<file path="src/rtl/regfile_bypass.sv">
// ---------------------------------------------------------------------------
// regfile_bypass
//   8 x 16-bit register file. It has two combinational read ports with
//   same-cycle write-back bypass, and one write-back port. A one-bit-per-
//   register busy scoreboard tracks registers whose producer has issued but
//   not yet written back. The scoreboard drives the decode Stall signal.
//
// Ports
//   clk                 system clock, all state updates on the rising edge
//   rst                 asynchronous active-high reset
//   ReadReg1/ReadReg2   source register indices, read ports 1/2
//   Rd1Used/Rd2Used     operand on port 1/2 is consumed by the issuing instr
//   ReadData1/ReadData2 read data, bypassed from WriteData on index match
//   WriteEn             write-back valid
//   WriteReg            write-back destination index
//   WriteData           write-back data
//   IssueEn             decode requests issue of an instr writing IssueReg
//   IssueReg            destination index of the issuing instruction
//   Stall               issue blocked: a used source is pending, not bypassable
//   Err                 sticky: write-back hit a register with no producer
// ---------------------------------------------------------------------------
module regfile_bypass (
  input  logic        clk,
  input  logic        rst,
  input  logic [2:0]  ReadReg1,
  input  logic [2:0]  ReadReg2,
  input  logic        Rd1Used,
  input  logic        Rd2Used,
  output logic [15:0] ReadData1,
  output logic [15:0] ReadData2,
  input  logic        WriteEn,
  input  logic [2:0]  WriteReg,
  input  logic [15:0] WriteData,
  input  logic        IssueEn,
  input  logic [2:0]  IssueReg,
  output logic        Stall,
  output logic        Err
);

  logic [15:0] regs [8];
  logic [7:0]  busy;
  logic [7:0]  busyNext;
  logic        errSticky;

  logic        bypass1;
  logic        bypass2;
  logic        issueAccept;

  // A write-back to the register being read is forwarded in the same cycle.
  // It also resolves that register's pending hazard.
  assign bypass1 = WriteEn && (WriteReg == ReadReg1);
  assign bypass2 = WriteEn && (WriteReg == ReadReg2);

  assign ReadData1 = bypass1 ? WriteData : regs[ReadReg1];
  assign ReadData2 = bypass2 ? WriteData : regs[ReadReg2];

  assign Stall = (Rd1Used && busy[ReadReg1] && !bypass1) ||
                 (Rd2Used && busy[ReadReg2] && !bypass2);

  assign issueAccept = IssueEn && !Stall;

  // Scoreboard update. The issue is applied after the clear, so a new
  // producer issued on the same edge as the old one's write-back keeps the
  // register busy.
  always_comb begin
    // NOTE: every always_comb output gets a default first so no path leaves
    // it unassigned, which would otherwise infer a latch.
    busyNext = busy;
    if (WriteEn) begin
      busyNext[WriteReg] = 1'b0;
    end
    if (issueAccept) begin
      busyNext[IssueReg] = 1'b1;
    end
  end

  // NOTE: the register array is inside the reset on purpose. The design
  // must read back zeros immediately after reset, so this storage cannot be
  // left as uninitialised RAM.
  always_ff @(posedge clk or posedge rst) begin
    if (rst) begin
      for (int i = 0; i < 8; i++) begin
        regs[i] <= 16'h0000;
      end
    end else if (WriteEn) begin
      // NOTE: sequential state uses non-blocking assignments. Every flop
      // then samples pre-edge values, regardless of block ordering.
      regs[WriteReg] <= WriteData;
    end
  end

  always_ff @(posedge clk or posedge rst) begin
    if (rst) begin
      busy      <= 8'h00;
      errSticky <= 1'b0;
    end else begin
      busy <= busyNext;
      // The data write above still happens. The error only records that
      // nothing was waiting for this result.
      if (WriteEn && !busy[WriteReg]) begin
        errSticky <= 1'b1;
      end
    end
  end

  assign Err = errSticky;

endmodule

</file>
<file path="config.mk">
export PLATFORM = sky130hd
export DESIGN_NAME = regfile_bypass
export DESIGN_NICKNAME = d
export VERILOG_FILES = /design/src/rtl/regfile_bypass.sv
export SDC_FILE = /design/constraint.sdc
export NUM_CORES = 1
export LEC_CHECK = 0
export CORE_MARGIN = 3
export CORE_UTILIZATION = 45
export DETAILED_ROUTE_END_ITERATION = 10
export SLEW_MARGIN = 10
export SYNTH_ARGS = -nofsm -noshare
export SYNTH_HDL_FRONTEND = slang
export SYNTH_SLANG_ARGS = --single-unit
</file>
<file path="constraint.sdc">
create_clock -name clk -period 6.25 [get_ports clk]
set_input_delay 1.875 -clock clk [delete_from_list [all_inputs] [get_ports clk]]
set_output_delay 1.875 -clock clk [all_outputs]
set_load 0.1 [all_outputs]
</file>
==> impl_metrics.ini, run 1 <==
[setup_path]
cp_max_fo = 17
regToRegStartpoint = busy[0]$_DFF_PP0_
critical_path.max_stage_delay_ns = 0.71
crit_slowest_cell = clkdlybuf4s50_1
crit_path_start = WriteReg[0]
reg2reg_slack_ns = 4.52
crit_end = Stall
worstPathCellList = clkdlybuf4s50_1, xnor2_1, nand4_1, buf_4, and4_1, or2_1, buf_12
arrival_ns = 3.89
startpoint_type = input port
cp_data_required_time_ns = 4.38
end_kind = output pin
worstSetupPathType = input port to output pin
reg2reg_depth = 4
timing.rr.end = busy[2]$_DFF_PP0_

[clock_tree]
cts-buffers-inserted = 17
postCtsSetupBuffers = 0
cts_tree = built
holdBufCountCts = 0
path_clk_slew_ns = 0.06
clockBufferDepth = 2
clock_sinks = 137
ctsResizeCount = 0
cts_root_buf = clkbuf_16
insertion_delay_ns = 0.42
cts-htree-levels = 4

[timing]
fmax_ghz = 0.173
relSlewSlack = 0.283
slew_viol_final = 0
final.setup.tns_ns = 0
tightest_slew_ns = 1.08
rsz0062_at_grt = false
fin_crit_ns = 5.77
fin_skew_ns = 0.00102
setup_viol = 0
finalCritPeriodShare = 0.923
finalHoldViolCount = 0

[hold_path]
hp-class = register to register

[die]
die-area_sq_mm = 0.0188
rows = 47
start_util = 0.464
die_h_um = 137
die_x_um = 137
core_sq_mm = 0.0167
ios = 68

[power]
seqPwrFrac = 0.342
power_frac_clock = 0.269
power.switching_mw = 1.30
p_int_mw = 2.28
pwr-share-comb = 0.389
ir_drop_mv = 0.247
switching_share = 0.363
power.total_mw = 3.58
p_leak_nw = 3.98
p_per_area_mw_per_mm2 = 375

[placed_design]
port_buffers = 67
gp_congestion = 0.778
placed_area_sq_mm = 0.00897
dp_cells = 806
place_hpwl_mm = 11.8

[final_layout]
final_common_cell = dfrtp_1
multi_input_area_sq_mm = 0.00404
drive_gt1_frac = 0.307
fillers = 1375
seqCellArea_sq_mm = 0.00343
syn2layout_area_growth_pct = 23.0
layout.nets = 639
final_cell_mix = dfrtp_1, mux2_1, mux4_2
antennaDiodeCount = 0
instances_no_fill = 838
design_area_sq_mm = 0.00954

[synth]
synth_edf_count = 0
synth_seq_cells = 137
synth_flop_cell = dfrtp_1
syn-num-nets = 582
syn_area_sq_mm = 0.00775
synthTopCellsByArea = dfrtp_1, mux4_2, mux2_1, mux2i_1, mux2_2
synthDominantCellAreaShare = 0.442
postSynthAreaPerCell_sq_um = 14.1
ys_types = 35
synth_seq_area_share = 0.442
yosysTopAreaCell = dfrtp_1
async_reset_ff_frac = 1.00
yosysWarningCount = 0
synth_cells = 548

[grt]
use_met2 = 0.353
grt_pass1_vias = 5322
use_met3 = 0.0427
grtUsageMet1 = 0.282
grt-busiest-layer = met2
grt_pass1_wl_mm = 29.7
overflow = 0
grt_usage = 0.213
grt_start_max_net_pins = 87
antenna_found_initial = 0

[route]
ant_nets = 0
wl_per_cell_um = 22.4
drt_iter0_markers = 213
drt_drc_violations_left = 0
via_per_inst = 5.83
vias = 4889
drt-total-wl_mm = 18.8
first_pass_iters = 4

[outcome]
status = complete, no violations

[job]
maxCapViolCount = 0
per-layer routing:
layer | vias up | wire, um
met2 | 109 | 9470
li1 | 2199 | -
met1 | 2566 | 8010
met4 | 0 | 177
met3 | 15 | 1120
met5 | - | 0
synthesized netlist by cell type (3+ instances only):
library cell / count
buf_4: 3
mux2i_1: 39
mux2_2: 22
mux4_2: 66
a21oi_1: 32
buf_6: 3
nor2_1: 32
xnor2_1: 6
o41ai_1: 6
inv_1: 4
nand3_1: 3
nand4b_1: 3
dfrtp_1: 137
nand2b_1: 3
buf_2: 20
clkbuf_1: 10
nor2b_1: 4
buf_1: 20
nand2_1: 7
mux2_1: 106
through the flow:
step | utilization | hold slack, ns | setup slack (ns)
floorplan | - | 0.470 | 0.172
global placement | 0.537 | 0.445 | 0.564
detailed placement | 0.537 | 0.477 | 0.500
CTS | 0.571 | 0.490 | 0.491
global route | 0.571 | 0.503 | 0.386
finish | 0.571 | 0.479 | 0.482
worst min-delay path by stage:
stage                         start                    to  slack, ns  cells after the start
2_1_floorplan  regs[80]$_DFFE_PP0P_  regs[80]$_DFFE_PP0P_       0.47                      1
3_3_place_gp        Err$_DFFE_PP0P_       Err$_DFFE_PP0P_       0.45                      1
3_5_place_dp        Err$_DFFE_PP0P_       Err$_DFFE_PP0P_       0.48                      1
4_1_cts             Err$_DFFE_PP0P_       Err$_DFFE_PP0P_       0.49                      1
5_1_grt             Err$_DFFE_PP0P_       Err$_DFFE_PP0P_       0.50                      1
6_report            Err$_DFFE_PP0P_       Err$_DFFE_PP0P_       0.48                      1
kinds of logic after synthesis:
kind of cell    Yosys count  synth area share
compound gates           45            0.0349
xor+xnor                  6           0.00678
buf+inv                  60            0.0366
flops                   137             0.442
mux                     235             0.432
simple gates             65            0.0476
critical path: cells and delay by family:
kind,cells,cell delay [ns]
buffers and inverters,3,1.12
AND/OR/NAND/NOR,3,0.71
XOR/XNOR,1,0.18
state kept, by name (all words and copies together), names as in the netlist:
name,cells
Err,1
busy,8
regs,128
power groups by stage:
stage / Sequential, mW / Combinational [mW] / Clock (mW)
floorplan: 1.19 / 0.986 / 0
global placement: 1.22 / 1.39 / 0
detailed placement: 1.24 / 1.40 / 0
CTS: 1.22 / 1.41 / 0.986
global route: 1.25 / 1.46 / 1.02
finish: 1.22 / 1.39 / 0.965
cell type report:
cell class,instances,area share
repair buffers,94,0.127
well taps,220,0.0289
inverters,4,0.00184
multi-input cells,351,0.424
flip-flops and latches,137,0.359
clock inverters,9,0.00945
clock buffers,23,0.0501
Note: power is estimated with default switching activity, not from simulation.
==> run 2: changes to the inputs <==
--- a/config.mk
+++ b/config.mk
@@ -5,9 +5,11 @@
 export SDC_FILE = /design/constraint.sdc
 export NUM_CORES = 1
 export LEC_CHECK = 0
+export ABC_AREA = 1
 export CORE_MARGIN = 3
 export CORE_UTILIZATION = 45
 export DETAILED_ROUTE_END_ITERATION = 10
+export SKIP_LAST_GASP = 1
 export SLEW_MARGIN = 10
 export SYNTH_ARGS = -nofsm -noshare
 export SYNTH_HDL_FRONTEND = slang
==> impl_metrics.ini, run 2 <==
[timing]
finalCritPeriodShare = 0.925
fin_crit_ns = 5.78
relSlewSlack = 0.317
fin_skew_ns = 0.00109
setup_viol = 0
rsz0062_at_grt = false
tightest_slew_ns = 1.02
fmax_ghz = 0.173
slew_viol_final = 0
finalHoldViolCount = 0
final.setup.tns_ns = 0

[grt]
overflow = 0
grt_usage = 0.258
antenna_found_initial = 0
grt_pass1_wl_mm = 39.7
grt_start_max_net_pins = 129
grt_pass1_vias = 7087

[power]
pwr-share-comb = 0.299
p_per_area_mw_per_mm2 = 341
power.switching_mw = 1.16
ir_drop_mv = 0.220
p_leak_nw = 4.39
switching_share = 0.354
p_int_mw = 2.12
seqPwrFrac = 0.355
power_frac_clock = 0.346

[die]
die-area_sq_mm = 0.0193
ios = 68
die_h_um = 139
start_util = 0.460
die_x_um = 139
core_sq_mm = 0.0173
rows = 48

[synth]
synth_cells = 1070
syn_area_sq_mm = 0.00796
synthDominantCellAreaShare = 0.430
syn-num-nets = 1104
async_reset_ff_frac = 1.00
synth_commonest_cells = nand2_1, o21ai_0, dfrtp_1
synth_most_common_cell = nand2_1
synth_seq_cells = 137
synthTopCellsByArea = dfrtp_1, nand2_1, o21ai_0, nand3_1, o211ai_1
postSynthAreaPerCell_sq_um = 7.44
ys_types = 28
yosysTopAreaCell = dfrtp_1
yosysWarningCount = 0
synth_edf_count = 0
synth_seq_area_share = 0.430
synth_flop_cell = dfrtp_1

[final_layout]
largest_register_ff_count = 128
utilization = 0.556
syn2layout_area_growth_pct = 20.7
drive_gt1_frac = 0.109
seqCellArea_sq_mm = 0.00343
fillers = 1715
final_common_cell = nand2_1
final_cell_mix = nand2_1, o21ai_0, dfrtp_1
top_register = regs
layout.nets = 1124
multi_input_area_sq_mm = 0.00370
antennaDiodeCount = 0

[clock_tree]
cts_tree = built
cts-htree-levels = 4
postCtsSetupBuffers = 0
clockBufferDepth = 2
path_clk_slew_ns = 0.06
cts-buffers-inserted = 17
cts_root_buf = clkbuf_16
holdBufCountCts = 0
ctsResizeCount = 0
insertion_delay_ns = 0.43
clock_sinks = 137

[route]
wl_per_cell_um = 18.4
ant_nets = 0
vias = 7562
drt_iter0_markers = 724
first_pass_iters = 5
drt_drc_violations_left = 0
via_per_inst = 5.69
drt-total-wl_mm = 24.5

[placed_design]
place_hpwl_mm = 15.2
gp_congestion = 0.859
port_buffers = 67

[setup_path]
startpoint_type = input port
crit_family = buffers and inverters
path_buf_inv = 4
reg2reg_slack_ns = 5.08
cp_max_fo = 32
end_kind = output pin
cp_data_required_time_ns = 4.38
critical_path.max_stage_delay_ns = 0.56
arrival_ns = 3.90
worstPathCellList = clkdlybuf4s50_1, inv_1, a21oi_1, nand2_1, nor2_2, inv_2, nand3_1, o21ai_1, buf_12
crit_slowest_cell = clkdlybuf4s50_1
worstSetupPathType = input port to output pin

[job]
maxCapViolCount = 0

[outcome]
status = complete, no violations

[hold_path]
hp-class = register to register
==> run 2: cell types whose count changed in the layout (fill, tap and decap cells not counted), sizes merged, moves of 39 or more <==
| cell | delta |
|---|---|
| nand2 | +246 |
| o21ai | +225 |
| mux2 | -130 |
| nand3 | +110 |
| inv | +96 |
| mux4 | -66 |
| o211ai | +64 |
| mux2i | -39 |
==> run 2: tightest hold or removal path, delay by kind of cell (launching register included) <==
kind / cells / cell delay (ns)
AOI/OAI and AO/OA: 1 / 0.06
and+or+nand+nor: 1 / 0.05
DFF: 1 / 0.34
==> run 2: cells by family after synthesis <==
| kind of cell | count (synthesis) | share of synthesized area |
|---|---|---|
| compound gates | 358 | 0.251 |
| xor+xnor | 1 | 0.00110 |
| buf+inv | 184 | 0.105 |
| flops | 137 | 0.430 |
| simple gates | 390 | 0.213 |
==> run 2: power by group through the flow <==
| stage | logic [mW] | clock network [mW] | registers (mW) |
|---|---|---|---|
| 2_1_floorplan | 0.684 | 0 | 1.15 |
| 3_3_place_gp | 0.971 | 0 | 1.17 |
| 3_5_place_dp | 0.981 | 0 | 1.18 |
| 4_1_cts | 0.986 | 1.15 | 1.16 |
| 5_1_grt | 1.07 | 1.19 | 1.19 |
| 6_report | 0.981 | 1.13 | 1.16 |
==> run 2: stage by stage <==
| step | total power [mW] | worst slack [ns] | cells | hold slack, ns | area [sq um] |
|---|---|---|---|---|---|
| finish | 3.28 | 0.470 | 1328 | 0.485 | 9610 |
| global route | 3.44 | 0.319 | 1328 | 0.504 | 9610 |
| CTS | 3.29 | 0.469 | 1328 | 0.488 | 9610 |
| detailed placement | 2.16 | 0.470 | 1296 | 0.473 | 8960 |
| global placement | 2.14 | 0.528 | 1296 | 0.468 | 8960 |
| floorplan | 1.83 | 0.443 | 1070 | 0.453 | 7960 |
==> run 2: final timing paths <==
| path | endpoint | start | cells past startpoint |
|---|---|---|---|
| setup / recovery | ReadData1[7] | WriteReg[1] | 9 |
| hold / removal | regs[74]$_DFFE_PP0P_ | regs[74]$_DFFE_PP0P_ | 2 |
| setup reg to reg | busy[1]$_DFF_PP0_ | busy[3]$_DFF_PP0_ | 7 |
| hold reg to reg | regs[74]$_DFFE_PP0P_ | regs[74]$_DFFE_PP0P_ | 2 |
| max in group asynchronous | regs[46]$_DFFE_PP0P_ | rst | 3 |
| min in group asynchronous | busy[5]$_DFF_PP0_ | rst | 2 |
==> run 2: area by class of cell <==
type	instances	area share
multi-input cells	749	0.385
flip-flops and latches	137	0.357
repair buffers	83	0.120
clock buffers	19	0.0471
inverters	102	0.0406
well taps	225	0.0293
clock inverters	13	0.0207
==> run 2: layer usage <==
metal  share of wire  track usage
met5               0            0
met4           0.025       0.0834
met3           0.064       0.0638
met2            0.45        0.394
met1            0.46        0.364
